$ cat config.mk
export PLATFORM = sky130hd
export DESIGN_NAME = audio_sample_player
export DESIGN_NICKNAME = d
export VERILOG_FILES = /design/src/rtl/audio_sample_player.sv
export SDC_FILE = /design/constraint.sdc
export NUM_CORES = 1
export LEC_CHECK = 0
export ABC_AREA = 1
export CORE_UTILIZATION = 57
export CTS_BUF_LIST = sky130_fd_sc_hd__clkbuf_8
export CTS_CLUSTER_DIAMETER = 40
export DETAILED_ROUTE_END_ITERATION = 6
export PLACE_DENSITY = 0.88
export SYNTH_ARGS = -nofsm -noshare
export SYNTH_HDL_FRONTEND = slang
export SYNTH_SLANG_ARGS = --single-unit
export TNS_END_PERCENT = 1
$ cat constraint.sdc
create_clock -name clock -period 3.4 [get_ports clock]
set_input_delay 0.68 -clock clock [delete_from_list [all_inputs] [get_ports clock]]
set_output_delay 0.68 -clock clock [all_outputs]
set_load 0.05 [all_outputs]
$ cat src/rtl/audio_sample_player.sv
// Clip player: fetches 8-bit offset-binary samples at a fixed tick rate
// and presents them as signed 16-bit samples over a valid/ready handshake.
module audio_sample_player #(
  parameter int NUM_SAMPLES = 23490,
  parameter int TICK_DIV    = 6250
) (
  input  logic        clock,
  input  logic        reset,
  input  logic        play,
  input  logic        stop,
  input  logic        loop_en,
  output logic        rom_re,
  output logic [31:0] rom_addr,
  input  logic [7:0]  rom_data,
  output logic [15:0] sample_out,
  output logic        sample_valid,
  input  logic        sample_ready,
  output logic        busy,
  output logic        done,
  output logic        overrun
);

  localparam int AW = (NUM_SAMPLES > 1) ? $clog2(NUM_SAMPLES) : 1;
  localparam int CW = (TICK_DIV > 1) ? $clog2(TICK_DIV) : 1;

  typedef enum logic [2:0] {
    IDLE,
    WAIT_TICK,
    READ,
    LATCH,
    PRESENT
  } state_t;

  state_t          state_q;
  logic [AW-1:0]   addr_q;
  logic [AW-1:0]   rom_addr_q;
  logic [CW-1:0]   cnt_q;
  logic            pend_q;
  logic            rom_re_q;
  logic [15:0]     sample_q;
  logic            valid_q;
  logic            done_q;
  logic            ovr_q;

  logic busy_d;
  logic tick_d;
  logic last_d;

  assign busy_d = (state_q != IDLE);
  assign tick_d = busy_d && (cnt_q == CW'(TICK_DIV - 1));
  assign last_d = (addr_q == AW'(NUM_SAMPLES - 1));

  always_ff @(posedge clock or posedge reset) begin
    if (reset) begin
      state_q    <= IDLE;
      addr_q     <= '0;
      rom_addr_q <= '0;
      cnt_q      <= '0;
      pend_q     <= 1'b0;
      rom_re_q   <= 1'b0;
      sample_q   <= '0;
      valid_q    <= 1'b0;
      done_q     <= 1'b0;
      ovr_q      <= 1'b0;
    end else begin
      done_q   <= 1'b0;
      rom_re_q <= 1'b0;
      if (busy_d) cnt_q <= tick_d ? '0 : cnt_q + 1'b1;
      // A tick outside WAIT_TICK is parked; a second one is lost.
      if (tick_d && state_q != WAIT_TICK) begin
        if (pend_q) ovr_q <= 1'b1;
        pend_q <= 1'b1;
      end
      if (stop) begin
        state_q <= IDLE;
        addr_q  <= '0;
        cnt_q   <= '0;
        pend_q  <= 1'b0;
        valid_q <= 1'b0;
      end else if (play) begin
        state_q    <= READ;
        addr_q     <= '0;
        cnt_q      <= '0;
        pend_q     <= 1'b0;
        ovr_q      <= 1'b0;
        valid_q    <= 1'b0;
        rom_re_q   <= 1'b1;
        rom_addr_q <= '0;
      end else begin
        unique case (state_q)
          IDLE: state_q <= IDLE;
          WAIT_TICK: begin
            if (tick_d || pend_q) begin
              state_q    <= READ;
              rom_re_q   <= 1'b1;
              rom_addr_q <= addr_q;
              pend_q     <= tick_d && pend_q;
            end
          end
          READ: state_q <= LATCH;
          LATCH: begin
            sample_q <= {rom_data ^ 8'h80, 8'h00};
            valid_q  <= 1'b1;
            state_q  <= PRESENT;
          end
          PRESENT: begin
            if (sample_ready) begin
              valid_q <= 1'b0;
              if (!last_d) begin
                addr_q  <= addr_q + 1'b1;
                state_q <= WAIT_TICK;
              end else if (loop_en) begin
                addr_q  <= '0;
                state_q <= WAIT_TICK;
              end else begin
                addr_q  <= '0;
                cnt_q   <= '0;
                pend_q  <= 1'b0;
                done_q  <= 1'b1;
                state_q <= IDLE;
              end
            end
          end
          default: state_q <= IDLE;
        endcase
      end
    end
  end

  assign rom_re       = rom_re_q;
  assign rom_addr     = 32'(rom_addr_q);
  assign sample_out   = sample_q;
  assign sample_valid = valid_q;
  assign busy         = busy_d;
  assign done         = done_q;
  assign overrun      = ovr_q;

endmodule

==> summary.md <==
| Metric | Value |
|---|---|
| R2R Setup Slk | `1.52 ns` |
| Drt drc | `0` |
| PostCTS Resize Cnt | `0` |
| Fin. max-slew vios | `0` |
| Final period utilization | `72.0%` |
| Top_reg_cell synth | `dfrtp_1` |
| Final hold vios | `0` |
| FF-to-FF path depth | `9` |
| Syn-to-layout area delta | `16.3%` |
| GRT overflow | `0` |
| WHS | `0.469 ns` |
| Vias per cell | `5.22` |
| P_sw | `0.456 mW` |
| DR iter-0 viols | `221` |
| Worst Setup SP | `state_q[2]` |
| Status | `complete, no violations` |
| Clk root buf | `clkbuf_8` |
| Mapped Avg Cell Area | `7.95 um^2` |
| GR Util All Layers | `24.7%` |
| Setup Viol. Count Final | `0` |
| Unrepaired setup endpoints after global routing | `no` |
| Bufs on Longest Clock Path | `2` |
| Post-route antenna net violation count | `0` |
| Synth Area in XOR/XNOR | `1.93%` |
| Starting Density | `60.7%` |
| Post-synthesis instance total | `400` |
| VDD IR max | `0.000367 V` |
| Critical Path RT | `2.72 ns` |
| Post-synth EDFFs | `0` |
| WL final | `6.49 mm` |
| Sinks on Clock Net | `59` |
| Crit. End Element | `output pin` |
| Mux contribution to synthesized area | `2.48%` |
| Cell Area, Synth | `3180 um^2` |
| # diodes | `0` |
| Top post-synthesis cells by area | `dfrtp_1 46%, nand2_1 11%, nor2_1 6.7%, buf_4 6.1%, nand3_1 5.0%` |
| Cell accounting for the most synthesized area | `dfrtp_1` |
| Largest net degree at the start of global routing | `60` |
| Post-DP HPWL | `4.61 mm` |
| CP Max Fanout | `10` |
| First-pass GRT wire length | `11.4 mm` |
| Layout cell share with drive strength beyond 1 | `7.59%` |
| Simple-gate share of the synthesized area | `30.0%` |
| Die X | `76.7 um` |
| Clock skew | `0.00788 ns` |
| Reg2reg end | `rom_addr_q[14]` |
| Clk slew on worst S/H paths | `0.06 ns` |
| Ys async rst share | `100%` |
| Area share of the largest cell type after synthesis | `46.4%` |
| Setup TNS Final | `0 ns` |
| Least-Margin Pin Slew | `0.725 ns` |
| I/O Buffers | `41` |
| Clk pwr share | `33.7%` |
| I/O pin cnt | `67` |
| Sequential power share | `48.9%` |
| Num CTS Buffers | `9` |
| HP Class | `reg2reg` |
| First drt pass iteration count | `5` |
| Largest family of logic cells by synthesized area | `simple AND/OR/NAND/NOR gates` |
| Min Tclk post-route | `2.45 ns` |
| Vias in the first global route | `2,512` |
| Die Height | `76.7 um` |
| Number of synthesized register bits | `59` |
| CTS tree | `built` |
| RR Startpoint | `state_q[1]` |
| Gp weighted congestion | `0.896` |
| Pint | `1.06 mW` |
| Critical path class | `reg2out` |
| Hold_buf cts | `0` |
| Avg WL per Cell | `12.5 um` |
| Core Util, Final | `70.6%` |
| Type of origin of the critical path | `flop` |
| Core region area | `5240 um^2` |
| Post-synthesis cell type count | `30` |
| Sequential share of the synthesized area | `46.4%` |
| Yosys warnings | `0` |
| NumNets Final | `464` |
| CP endpoint | `busy` |
| Leakage | `1.78 nW` |
| Post-Synth Adder-Cell Area | `1.57%` |
| CP arrival | `1.77 ns` |
| Vias | `2,704` |
| Sw Ratio | `30.1%` |
| Row count | `26` |
| Clock Latency Late Sink | `0.33 ns` |
| Relative slew slack | `51.7%` |
| Max cap viols | `0` |
| Die ar. | `5880 um^2` |
| Max Freq | `408 MHz` |
| Post-synthesis compound-gate area fraction | `4.84%` |
| Post-CTS setup buffers | `0` |
| Initial antenna violation count | `0` |
| Pwr dens | `409 nW/um^2` |
| H-tree Lvls | `3` |
| Logic gate share of total power | `17.4%` |
[metrics by stage]
step                      cells  area (um^2)  total power [mW]  worst slack [ns]
after CTS                   518         3700              1.52             0.948
after global routing        518         3700              1.57             0.884
after floorplan             424         3270             0.965              1.26
after global placement      505         3550              1.01              1.02
after detailed placement    505         3550              1.02             0.909
final                       518         3700              1.51             0.951
[worst max-delay path, stage by stage (launching register included)]
cell,delay [ns]
dfrtp_1,0.44
inv_2,0.06
nand2_4,0.12
clkdlybuf4s50_1,0.82
[layout by cell type, fill, tap and decap left out, types with 4 or more instances in the layout]
| master | n |
|---|---|
| clkbuf_8 | 10 |
| inv_2 | 5 |
| nand3_1 | 32 |
| o21ai_0 | 12 |
| inv_1 | 44 |
| xor2_1 | 7 |
| a21oi_1 | 8 |
| ha_1 | 4 |
| mux2_2 | 7 |
| nand4_1 | 8 |
| clkdlybuf4s50_1 | 41 |
| conb_1 | 25 |
| nor2_1 | 57 |
| nor3_1 | 13 |
| nand2_1 | 97 |
| dfrtp_1 | 59 |
[metal layers]
layer / GRT usage, % / up-vias / share of wire (%)
li1: - / 1302 / -
met1: 33.4 / 1288 / 46
met4: 10.8 / 0 / 1.9
met2: 38.8 / 102 / 46
met5: 0 / - / 0
met3: 4.76 / 12 / 6.0
[power by group through the flow]
stage	registers, mW	clock network [mW]	logic (mW)
6_report	0.740	0.510	0.264
5_1_grt	0.742	0.543	0.281
2_1_floorplan	0.811	0	0.154
3_3_place_gp	0.751	0	0.259
4_1_cts	0.740	0.514	0.265
3_5_place_dp	0.752	0	0.263
[flip-flops by register name, summed over array words and instances (netlist names)]
signal / count
pend_q: 1
state_q: 3
sample_out: 8
cnt_q: 13
rom_addr_q: 15
addr_q: 15
sample_valid: 1
done: 1
rom_re: 1
overrun: 1
[area by class of cell]
class	instances	area [um^2]
fillers	423	1540
flip-flops and latches	59	1480
multi-input cells	287	1390
repair buffers	42	418
inverters	47	176
clock buffers	10	138
well taps	70	87.6
clock inverters	3	11.3
[cells by family (layout without fill, tap and decap cells)]
kind of cell,after synthesis,after routing
flip-flops,59,59
AO/OA/AOI/OAI,25,25
XOR/XNOR,7,7
AND/OR/NAND/NOR,219,219
other,1,25
adder cells (fa/ha/maj),4,4
buffers and inverters,78,102
multiplexers,7,7
[cells in the mapped netlist (2+ instances only)]
cell type / n
nand2_2: 3
buf_4: 26
nor3_1: 13
ha_1: 4
inv_1: 42
nand3_1: 32
mux2_2: 7
nand3b_1: 2
nor3_2: 2
inv_2: 4
dfrtp_1: 59
xor2_1: 7
a21oi_1: 8
nand2_4: 2
nand2_1: 97
o21ai_0: 12
nand4_1: 8
nor2_1: 57
buf_2: 4
[worst min path at each step]
stage / startpoint / end / slack [ns] / cells past startpoint
2_1_floorplan: addr_q[13] / addr_q[13] / 0.47 / 2
3_3_place_gp: rom_addr_q[6] / rom_addr_q[6] / 0.45 / 2
3_5_place_dp: rom_addr_q[7] / rom_addr_q[7] / 0.46 / 2
4_1_cts: rom_addr_q[7] / rom_addr_q[7] / 0.47 / 2
5_1_grt: rom_addr_q[14] / rom_addr_q[14] / 0.50 / 2
6_report: rom_addr_q[11] / rom_addr_q[11] / 0.47 / 2
No activity file was read; power rests on OpenSTA's default activity.
==> RTL change 1 (config.mk and constraints unchanged) <==
`TICK_DIV`: 6250 -> 3125.
--- a/src/rtl/audio_sample_player.sv
+++ b/src/rtl/audio_sample_player.sv
@@ -4,3 +4,3 @@
   parameter int NUM_SAMPLES = 23490,
-  parameter int TICK_DIV    = 6250
+  parameter int TICK_DIV    = 3125
 ) (
Check against the original RTL: no difference found for any inputs over 10 cycles, from zero or initial values and one cycle with reset high; that may be too few to reach the edited logic, so the function may still have changed.
==> RTL change 1 against the original RTL <==
Combinational power is 3% higher; area after synthesis is 0.79% lower; sequential share of layout area is 0.36 points lower; power is 1.3% lower; sequential cell count is 1 lower; worst setup slack worse by 64 ps; routed wire length is 1.5% higher; final area is 0.81% lower; highest routed layer unchanged.
==> RTL change 1: results (changes against the original RTL) <==
- Status: finished clean (unchanged).
- The detailed-route wire length per cell was 13.3 µm (was 12.5 µm).
- The post-synthesis mux area share was 2.50% (was 2.48%).
- The pin count of the biggest net entering global routing is 59 (was 60).
- The utilization after layout came to 70.5% (was 70.6%).
- The post-synthesis compound-gate area fraction is 10.2% (was 4.84%).
- The wire length of the first global-routing pass is 11400 µm (about the same).
- The peak clock frequency supported by timing is 398 MHz (was 408 MHz).
- The ratio of cells with drive above 1 in the final layout is 12.4% (was 7.59%).
- The fill cell total of the finished layout is 406 (was 423).
- The fraction of synthesized cell area taken by the top area cell type is 46.0% (was 46.4%).
- The startpoint of the worst hold path is rom_addr_q[13]$_DFFE_PP0P_ (was rom_addr_q[11]$_DFFE_PP0P_).
- The maximum fanout count along the critical path is 7 (was 10).
- The detailed router's first-iteration violation count came to 263 (was 221).
- Post-synth top cells: nand2_1 (68), dfrtp_1 (58), nor2_1 (44) (was nand2_1 (97), dfrtp_1 (59), nor2_1 (57)).
- The data arrival time of the critical path is 1830 ps (was 1770 ps).
- The transition time at the pin with the least slew margin was 707 ps (was 725 ps).
- The global placer's final weighted congestion is 0.940 (was 0.896).
- The pre-CTS setup slack is 1020 ps (was 909 ps).
- The placed instance area is 3530 µm² (was 3550 µm²).
- The part of the Yosys area used for sequential elements is 46.0% (was 46.4%).
- The via count of the first global-routing pass was 2519 (was 2512).
- Main area contributors after synthesis: dfrtp_1 (46%), nand2_1 (8.1%), buf_4 (6.2%) (was dfrtp_1 (46%), nand2_1 (11%), nor2_1 (6.7%)).
- The xor and xnor fraction of the mapped netlist area is 1.11% (was 1.93%).
- Registers with the highest flip-flop counts: addr_q (15), rom_addr_q (15), cnt_q (12) (was addr_q (15), rom_addr_q (15), cnt_q (13)).
- The critical path's largest stage delay is 810 ps.
- The worst-case clock skew is 8.79 ps (was 7.88 ps).
- The design internal power is 1030 µW (was 1060 µW).
- The startpoint of the worst-slack reg-to-reg timing path was addr_q[1]$_DFFE_PP0P_ (was state_q[1]$_DFFE_PP0P_).
- The number of vias per cell is 5.34 (was 5.22).
- The total global-route track usage was 25.3% (was 24.7%).
- The leakage power figure is 0.00165 µW (was 0.00178 µW).
- The fraction of the mapped netlist area in adder cells is 1.59% (was 1.57%).
- The detailed-router iteration count before antenna repair is 6 (was 5).
==> RTL change 1: worst reg2reg max path: cells and delay by family (launching register included) <==
kind	cells	cell delay, ps
flops	1	400
fa+ha+maj	1	160
buf+inv	1	110
simple gates	5	1090
==> RTL change 1: layout make-up <==
class | count | area share, %
sequential | 58 | 39.6
multi-input combinational | 265 | 37.9
timing repair buffer | 42 | 11.4
inverter | 48 | 4.98
clock buffer | 9 | 3.38
tap | 70 | 2.39
clock inverter | 4 | 0.443
==> RTL change 1: path summary, 6_finish.rpt <==
check | cells past startpoint | end
max reg2reg | 7 | cnt_q[11]$_DFF_PP0_
max | 3 | busy
min reg2reg | 2 | rom_addr_q[13]$_DFFE_PP0P_
min | 2 | rom_addr_q[13]$_DFFE_PP0P_
max in group asynchronous | 3 | addr_q[0]$_DFFE_PP0P_
min in group asynchronous | 3 | rom_addr_q[0]$_DFFE_PP0P_
==> RTL change 1: per-layer routing <==
layer	global-route usage (%)	part of all wire (%)
met1	30.9	40
met2	41.9	51
met3	7.66	6.5
met4	10.2	2.2
met5	0	0
==> RTL change 1: power groups by stage <==
stage	combinational (µW)	clock [µW]	sequential [µW]
finish	273	492	728
global placement	268	0	738
floorplan	159	0	802
detailed placement	273	0	740
global route	289	536	732
CTS	275	500	728
==> RTL change 1: cells by family (layout without fill, tap and decap cells) <==
logic type      after synthesis  after routing
xor+xnor                      4              4
flops                        58             58
fa+ha+maj                     4              4
compound gates               49             49
other cells                   1             25
mux                           7              7
buf+inv                      77            103
simple gates                176            176
==> RTL change 1: stage by stage <==
| step | cells | hold slack (ps) |
|---|---|---|
| 2_1_floorplan | 400 | 485 |
| 3_3_place_gp | 483 | 460 |
| 3_5_place_dp | 483 | 471 |
| 4_1_cts | 496 | 486 |
| 5_1_grt | 496 | 511 |
| 6_report | 496 | 481 |
==> RTL change 2 (same settings) <==
Without the edit above. The 5 states of `state_t` get a one-hot encoding in 5 bits.
--- a/src/rtl/audio_sample_player.sv
+++ b/src/rtl/audio_sample_player.sv
@@ -25,8 +25,8 @@
 
-  typedef enum logic [2:0] {
-    IDLE,
-    WAIT_TICK,
-    READ,
-    LATCH,
-    PRESENT
+  typedef enum logic [4:0] {
+    IDLE      = 5'b00001,
+    WAIT_TICK = 5'b00010,
+    READ      = 5'b00100,
+    LATCH     = 5'b01000,
+    PRESENT   = 5'b10000
   } state_t;
Function: same outputs for any inputs over 10 cycles, from zero or initial values and one cycle with reset high; not proved beyond that.
==> RTL change 2 against the original RTL <==
Routed wire length up 6.8%; power is 0.10% lower; sequential cell count increased by 2; worst hold slack improved by 11 ps; worst setup slack worse by 300 ps; via count increased by 4.8%; area after synthesis is 9.6% higher; final area rose by 8.4%; critical path type unchanged; largest cell class is now multi-input combinational cells; highest routed layer unchanged.
==> RTL change 2: results (changes against the original RTL) <==
- Status: finished clean (unchanged).
- Main area contributors after synthesis: dfrtp_1 (43%), nand2_1 (11%), nor2_1 (6.6%) (was dfrtp_1 (46%), nand2_1 (11%), nor2_1 (6.7%)).
- The detailed-route wire length per cell is 12.6 µm (was 12.5 µm).
- The detailed router's first-iteration violation count is 226 (was 221).
- The flop-to-flop setup slack is 1540 ps (was 1520 ps).
- The wire length of the first global-routing pass came to 11700 µm (was 11400 µm).
- The startpoint of the worst hold path is sample_valid$_DFFE_PP0P_ (was rom_addr_q[11]$_DFFE_PP0P_).
- Post-synth top cells: nand2_1 (103), nor2_1 (61), dfrtp_1 (60) (was nand2_1 (97), dfrtp_1 (59), nor2_1 (57)).
- The number of unique standard cell types used by synthesis came to 34 (was 30).
- The startpoint of the worst-slack reg-to-reg timing path is state_q[0]$_DFFE_PP1P_ (was state_q[1]$_DFFE_PP0P_).
- The part of the Yosys area used for sequential elements is 43.8% (was 46.4%).
- The quantity of I/O buffers inserted on ports was 41 (unchanged).
- The beginning of the critical path is state_q[0]$_DFFE_PP1P_ (was state_q[2]$_DFFE_PP0P_).
- The global placer's final weighted congestion was 0.919 (was 0.896).
- The worst relative slew slack is 38.9% (was 51.7%).
- The clock latency on the worst-skew pair is 350 ps (was 330 ps).
- The endpoint of the worst hold-timing path is sample_valid$_DFFE_PP0P_ (was rom_addr_q[11]$_DFFE_PP0P_).
- The reg-to-reg endpoint is rom_addr_q[9]$_DFFE_PP0P_ (was rom_addr_q[14]$_DFFE_PP0P_).
- The data arrival time of the critical path was 2070 ps (was 1770 ps).
- The number of failing setup endpoints in the final timing report was 0 (unchanged).
- The leakage power figure was 0.00190 µW (was 0.00178 µW).
- The critical path's largest stage delay came to 790 ps (was 820 ps).
- The met2 capacity usage during global routing came to 36.0% (was 38.8%).
- The max-slew violation total from the final report is 0 (unchanged).
- The worst reg-to-reg path cell count is 8 (was 9).
- The worst hold slack was 480 ps (was 469 ps).
- The number of vias per cell is 5.13 (was 5.22).
- The ratio of cells with drive above 1 in the final layout is 14.5% (was 7.59%).
- The clock root buffer master is clkbuf_8 (unchanged).
- The worst-case clock skew came to 6.32 ps (was 7.88 ps).
- The antenna cell count is 0 (unchanged).
- The worst supply voltage drop on vdd is 225 µV (was 367 µV).
- The global routing met1 resource utilization is 33.1% (was 33.4%).
- The fill cell total of the finished layout is 478 (was 423).
- The detailed-router iteration count before antenna repair is 5 (unchanged).
- The maximum fanout count along the critical path is 13 (was 10).
- The layout net count is 490 (was 464).
- The met3 routing resource usage after global routing is 4.55% (was 4.76%).
- The via count of the first global-routing pass came to 2583 (was 2512).
- The total global-route track usage is 23.9% (was 24.7%).
- The HPWL after detailed placement is 4990 µm (was 4610 µm).
- The pin count of the biggest net entering global routing is 45 (was 60).
- The buffers inserted during post-CTS setup optimization was 0 (unchanged).
==> RTL change 2: worst max path at each step <==
stage	to	slack, ps	cells after the start
2_1_floorplan	addr_q[0]$_DFFE_PP0P_	1210	1
3_3_place_gp	busy	1040	4
3_5_place_dp	addr_q[14]$_DFFE_PP0P_	990	7
4_1_cts	busy	650	4
5_1_grt	busy	570	4
6_report	busy	650	4
==> RTL change 2: layer usage <==
layer | share of wire (%) | vias to the layer above
li1 | - | 1399
met1 | 47 | 1312
met2 | 45 | 104
met3 | 5.2 | 18
met4 | 2.6 | 0
met5 | 0 | -
==> RTL change 2: area by class of cell <==
type	count	share of cell area [%]
clock buffer	11	3.78
inverter	46	4.31
tap	75	2.34
timing repair buffer	43	10.6
multi-input combinational	311	40.2
clock inverter	5	0.656
sequential	61	38.1
==> RTL change 2: report_power, final <==
group          total, µW  switching [µW]  internal [µW]
Sequential           742            7.51            734
Clock                584             287            297
Combinational        186             145           41.0
Total               1510             439           1070
==> RTL change 2: cell families after synthesis <==
logic type      count (synthesis)  synth area share, %
compound gates                 45                 8.43
xor+xnor                        4                 1.00
fa+ha+maj                       4                 1.44
buf+inv                        79                 12.6
flops                          61                 43.8
mux                             7                 2.91
other cells                     1                0.108
simple gates                  226                 29.7
==> RTL change 2: critical path, delay by kind of cell (launching register included) <==
family	cells	cell delay (ps)
and+or+nand+nor	2	350
buffers and inverters	2	830
DFF	1	550
==> RTL change 2: stage by stage <==
stage | total power, µW | area, µm² | utilization [%] | setup slack, ps | std cells
final | 1510 | 4010 | 67.7 | 646 | 552
after detailed placement | 942 | 3830 | 64.7 | 985 | 536
after floorplan | 925 | 3580 | - | 1210 | 451
after global placement | 938 | 3830 | 64.7 | 1040 | 536
after CTS | 1520 | 4010 | 67.7 | 649 | 552
after global routing | 1570 | 4010 | 67.7 | 573 | 552
